**config.mk**
```make
export PLATFORM = sky130hd
export DESIGN_NAME = seq_shl_unit
export DESIGN_NICKNAME = d
export VERILOG_FILES = /design/src/rtl/shl_pkg.sv /design/src/rtl/seq_shl_unit.sv
export SDC_FILE = /design/constraint.sdc
export NUM_CORES = 1
export LEC_CHECK = 0
export ABC_AREA = 1
export CAP_MARGIN = 5
export CORE_MARGIN = 2
export CORE_UTILIZATION = 41
export DETAILED_ROUTE_END_ITERATION = 16
export GPL_TIMING_DRIVEN = 0
export HOLD_SLACK_MARGIN = 0.1
export PLACE_DENSITY = 0.74
export REMOVE_ABC_BUFFERS = 1
export SLEW_MARGIN = 5
export SYNTH_ARGS = -nofsm -noshare
export SYNTH_HDL_FRONTEND = slang
export SYNTH_SLANG_ARGS = --single-unit
```
**constraint.sdc**
```tcl
create_clock -name clk -period 1.2 [get_ports clk]
set_input_delay 0.24 -clock clk [delete_from_list [all_inputs] [get_ports clk]]
set_output_delay 0.24 -clock clk [all_outputs]
set_load 0.005 [all_outputs]
```
**src/rtl/shl_pkg.sv**
```systemverilog
// Shared types and helpers for the sequential shift-left engine.
// Holds the FSM state encoding and the amount clamp.
package shl_pkg;

  typedef enum logic [1:0] {
    IDLE,
    SHIFT,
    DONE
  } shl_state_t;

  // Any amount at or above the width empties the word, so clamp it.
  function automatic int unsigned sat_amt(
    input int unsigned amt,
    input int unsigned width
  );
    return (amt > width) ? width : amt;
  endfunction

endpackage

```
**src/rtl/seq_shl_unit.sv**
```systemverilog
// Multi-cycle logical shift-left, one bit per clock.
// Valid/ready on both sides; flags ones shifted out of the top.
module seq_shl_unit
  import shl_pkg::*;
#(
  parameter int WIDTH = 4,
  parameter int AW    = 4
) (
  input  logic             clk,
  input  logic             rst_n,
  input  logic             in_valid,
  output logic             in_ready,
  input  logic [WIDTH-1:0] in_data,
  input  logic [AW-1:0]    in_amt,
  output logic             out_valid,
  input  logic             out_ready,
  output logic [WIDTH-1:0] out_data,
  output logic             out_ovf,
  output logic             busy
);

  localparam int CW = $clog2(WIDTH + 1);

  shl_state_t     state_q;
  shl_state_t     state_d;
  logic [WIDTH-1:0] data_q;
  logic           ovf_q;
  logic [CW-1:0]  cnt_q;
  logic [CW-1:0]  amt_sat;
  logic           accept;

  assign amt_sat = CW'(sat_amt(
    int'(unsigned'(in_amt)),
    WIDTH
  ));

  assign in_ready  = (state_q == IDLE);
  assign out_valid = (state_q == DONE);
  assign busy      = (state_q != IDLE);
  assign accept    = in_valid && in_ready;
  assign out_data  = data_q;
  assign out_ovf   = ovf_q;

  // Next-state: zero amount skips straight to DONE.
  always_comb begin
    state_d = state_q;
    unique case (state_q)
      IDLE: begin
        if (in_valid) begin
          if (amt_sat == '0) begin
            state_d = DONE;
          end else begin
            state_d = SHIFT;
          end
        end
      end
      SHIFT: begin
        if (cnt_q == CW'(1)) begin
          state_d = DONE;
        end
      end
      DONE: begin
        if (out_ready) begin
          state_d = IDLE;
        end
      end
      default: state_d = IDLE;
    endcase
  end

  // State register; reset drops any in-flight result.
  always_ff @(posedge clk or negedge rst_n) begin
    if (!rst_n) begin
      state_q <= IDLE;
    end else begin
      state_q <= state_d;
    end
  end

  // Datapath: load on accept, one shift step per SHIFT cycle.
  always_ff @(posedge clk or negedge rst_n) begin
    if (!rst_n) begin
      data_q <= '0;
      ovf_q  <= 1'b0;
      cnt_q  <= '0;
    end else begin
      if (accept) begin
        data_q <= in_data;
        ovf_q  <= 1'b0;
        cnt_q  <= amt_sat;
      end else if (state_q == SHIFT) begin
        ovf_q  <= ovf_q | data_q[WIDTH-1];
        data_q <= {data_q[WIDTH-2:0], 1'b0};
        cnt_q  <= cnt_q - CW'(1);
      end
    end
  end

endmodule
```
After elaboration in Yosys (flattened, before gate mapping)
Cells that the tools add are included.
{ "classes": {"addsub": 1, "mul": 0, "div_mod_pow": 0, "n_lt_le_gt_ge": 1, "eq_ne": 6, "shift": 0, "muxes": 12, "bitwise": 1, "reduce_logical": 6} }
{ "ops": {"columns": ["operator", "n"], "rows": [
  ["two-way mux 3 bit", 3],
  ["two-way mux 2 bit", 4],
  ["two-way mux 4 bit", 2],
  ["case mux 2 bit (3 select lines)", 1],
  ["> comparator 4 x 3 -> 1 bit, second input constant", 1],
  ["inequality test 2 bit, second input constant", 2],
  ["nonzero test 2 bit", 2],
  ["== test 3 x 1 -> 1 bit, second input constant", 1],
  ["logical NOT 3 bit", 1],
  ["AND reduction 3 bit", 1],
  ["subtractor 3 x 1 -> 3 bit, second input constant", 1],
  ["== test 2 x 1 -> 1 bit, second input constant", 1],
  ["== test 2 bit, second input constant", 1],
  ["logical NOT 2 bit", 1],
  ["two-way mux 1 bit", 2],
  ["inequality test 2 x 1 -> 1 bit, second input constant", 1],
  ["logical AND 1 bit", 1],
  ["OR 1 bit", 1]
]} }
{ "word_totals": {"regBits": 10, "latch_bits": 0, "mem_bits_rw": 0, "mem_bits_ro": 0, "inputBits": 12, "out_inout_bits": 8, "wordCells": 31, "memories": 0} }

Longest topological paths before layout
{ "logic_depth": {"ltp_word": 6, "ltp_mapped": 6} }

Worst setup path after synthesis
Ideal clock, no wire load.
{ "synth_path": {"path_type": "flip-flop to flip-flop", "start": "register state_q[1]", "end": "register cnt_q[2]", "setup_ns": 0.122, "arrival_time_ns": 0.893, "t_required_ns": 1.078, "slack_ns": 0.185, "stages_incl_launch_ff": 5, "n_path_buf": 0, "cell_sequence": "dfrtp_1 nor2_2 nand2_1 nor3_1 nor2_1"} }
{ "synth_via": {"elab_chain_len": 3, "elab_cells_between_ends": 5, "cone_classes": "1 x eq/ne; 1 x mux; 3 x reduce/logical"} }
{ "synth_rtl": {"columns": ["element", "line_no", "rtl"], "rows": [
  ["start, declared", "seq_shl_unit.sv:24", "shl_state_t state_q;"],
  ["start signal, assigned", "seq_shl_unit.sv:76", "state_q <= state_d;"],
  ["logical NOT 2 bit (*)", "seq_shl_unit.sv:37", "assign in_ready = (state_q == IDLE);"],
  ["named net in_ready", "seq_shl_unit.sv:12", "output logic in_ready,"],
  ["logical AND 1 bit (*)", "seq_shl_unit.sv:40", "assign accept = in_valid && in_ready;"],
  ["two-way mux 3 bit / nonzero test 2 bit (equally long branches)", null, null],
  ["end signal, assigned", "seq_shl_unit.sv:90", "cnt_q <= amt_sat;"],
  ["end signal, assigned", "seq_shl_unit.sv:94", "cnt_q <= cnt_q - CW'(1);"],
  ["end, declared", "seq_shl_unit.sv:28", "logic [CW-1:0] cnt_q;"]
]} }
Mark *: on every way through the listed nets, which the timed path passes. The rest lies on a longest branch.
A chain may end at the register's enable or synchronous reset.

Final worst setup path
{ "layout_path": {"start": "register state_q[0]", "end": "output out_valid"} }
{ "layout_via": {"elab_chain_len": 1} }
{ "layout_rtl": {"columns": ["element", "line_no", "rtl"], "rows": [
  ["== test 2 bit", "seq_shl_unit.sv:38", "assign out_valid = (state_q == DONE);"],
  ["end, declared", "seq_shl_unit.sv:15", "output logic out_valid,"]
]} }
Every way passes these cells.

==> metrics.csv <==
metric,value,unit
Placer Congestion,0.7459,
Seq pwr share,0.268,
Worst Setup End Kind,output port,
most frequent cells in the layout,"nand2_1 (32), clkdlybuf4s50_1 (11), dfrtp_1 (8)",
Global Route Usage Sum,0.2141,
synthesized flop and latch total,10,
Setup CP Type,reg -> out,
"antenna viol nets, final",0,
sw frac,0.3874,
FF-to-FF End,out_ovf,
Routed wire per std cell,11.85,um
Sink Count,10,
Core Area,1269,um^2
Port Buffers,19,
share of cells above drive strength 1,0.2545,
crit path cell chain,buf_6 -> nor2_4 -> buf_2,
Gate Count Post-Synth,75,
"commonest non-fill, non-tap cell in the layout",nand2_1,
post-synth top area share,0.4577,
die outline area,1642,um^2
Pint,1.336,mW
WP data arrival,1.03,ns
Layout area overhead,64.99,%
Starting Density,0.4310,
CTS buffer count,3,
Worst-Margin Slew,0.4355,ns
drt total wl,1481,um
Tmin final,1.274,ns
RSZ-0062 raised after global routing,true,
run status,"complete, but fails checks",
drt initial violations,9,
Final Slew Violations,0,
DIE WIDTH,40.52,um
Worst-Skew Late Latency,0.26,ns
Via density,4.832,
"Distinct cells, synth",16,
critical path peak fanout,5,
row count,13,
hold crit path type,in -> async,
Nets,125,
TritonCTS clock tree,built,
Gate power share,0.595,
initial antenna violation count,0,
CP Buf/Inv Count,2,
first-pass GRT wire length,2221,um
GR Overflow Total,0,
Finished Cell Area,902.1,um^2
skew final,0.006426,ns
placed wire-length estimate,915.6,um
largest net degree at the start of global routing,11,
Top delay family on crit path,flip-flops,
violated checks,setup timing,
flop-to-flop setup slack,0.02,ns
number of global-route vias before repair,566,
via count,604,
Hold Buf Count CTS,0,
Slew headroom,0.7087,
Sw Pwr,0.8451,mW
I/O pins,20,
Die H,40.52,um
Clock power frac,0.137,
"Reg clk slew, reported paths",0.07,ns
Max Root-Sink Buffers,2,
Root Driver,clkbuf_4,
Final Core Density,0.7110,
worst endpoint required time,0.96,ns
LEAKAGE,0.4788,nW
Final period util,1.062,
endpoints failing setup,3,
Worst R2R Start,state_q[0],
slack of the critical path,-0.07433,ns
number of H-tree levels,1,
Worst setup SP type,flip-flop,
Max IR drop VDD,1.292,mV
final hold violation count,0,
slowest cell on the critical path,dfrtp_2,
top post-synthesis cells by area,"dfrtp_1 (46%), nand2_1 (22%), ha_1 (4.6%), nand3_1 (4.6%), inv_1 (4.1%)",
post-synthesis average cell area,7.290,um^2
Max Cap Violations,0,
leading area contributor after synthesis,dfrtp_1,
register area share after synthesis,0.4577,
Max Freq,784.7,MHz
# DRC,0,
R2R depth,6,
Netlist Area Pre-Place,546.8,um^2
"Cell Area, Placed",755.7,um^2
1st-pass router iterations,2,
crit-path max cell delay,0.42,ns
Power Density,2418,nW/um^2
ANT cells,0,
"Warnings, synthesis",0,
-- cells in the mapped netlist (all sizes together) --
cell,n
ha,2
a22o,1
nor2,8
a21oi,2
nor3b,1
nand2,32
inv,9
nor3,1
dfrtp,10
nand3,5
o21ai,3
nand4,1
-- through the flow --
| step | setup WS [ns] | hold WS [ns] | std cells | power, mW | TNS (ns) |
|---|---|---|---|---|---|
| 2_1_floorplan | 0.1849 | -0.05559 | 75 | 1.136 | 0 |
| 3_3_place_gp | -0.2907 | 0.4811 | 109 | 1.525 | -1.727 |
| 3_5_place_dp | -0.2853 | 0.4854 | 109 | 1.547 | -1.841 |
| 4_1_cts | -0.06588 | 0.3050 | 123 | 2.065 | -0.1912 |
| 5_1_grt | -0.1129 | 0.3307 | 125 | 2.350 | -0.3449 |
| 6_report | -0.07433 | 0.2823 | 125 | 2.182 | -0.2077 |
-- routing by layer --
layer	track usage	up-vias	part of all wire
met1	0.2569	284	0.45
met2	0.3452	14	0.50
met5	0	-	0
met3	0.03333	2	0.038
met4	0.1500	0	0.013
li1	-	304	-
-- how the worst max path moves through the flow --
stage	depth (start not counted)	to	slack, ns	startpoint
after floorplan	4	cnt_q[2]	0.18	state_q[1]
after CTS	3	out_valid	-0.07	state_q[0]
final	3	out_valid	-0.07	state_q[0]
after detailed placement	5	cnt_q[2]	-0.29	in_valid
after global routing	3	in_ready	-0.11	state_q[0]
after global placement	5	cnt_q[2]	-0.29	in_valid
-- kinds of logic (layout without fill, tap and decap cells) --
family,after synthesis,after routing,synth area share
simple gates,48,48,0.3730
compound gates,6,6,0.06178
flops,10,10,0.4577
fa+ha+maj,2,2,0.04576
buf+inv,9,44,0.06178
-- state kept, by name, indices dropped and copies added, names as in the netlist --
name	count
cnt_q	3
out_ovf	1
state_q	2
out_data	4
-- timing repair --
| item | 4_1_cts | 5_1_grt |
|---|---|---|
| pin swaps | 2 | 1 |
| endpoints found under the setup margin | 9 | 7 |
| setup buffers | 10 | 2 |
| gates resized for setup | 27 | 2 |
-- layout make-up --
| cell class | count | area [um^2] |
|---|---|---|
| clock buffer | 4 | 36.28 |
| fill | 107 | 366.6 |
| inverter | 9 | 33.78 |
| multi-input combinational | 56 | 279.0 |
| sequential | 10 | 252.7 |
| tap | 15 | 18.77 |
| timing repair buffer | 31 | 281.5 |
-- power groups by stage --
stage | Combinational (mW) | Sequential [mW] | Clock, mW
finish | 1.30 | 0.584 | 0.299
global route | 1.43 | 0.601 | 0.324
CTS | 1.17 | 0.585 | 0.305
detailed placement | 0.922 | 0.626 | 0
global placement | 0.903 | 0.622 | 0
floorplan | 0.519 | 0.617 | 0
(Power assumes the default switching activity.)
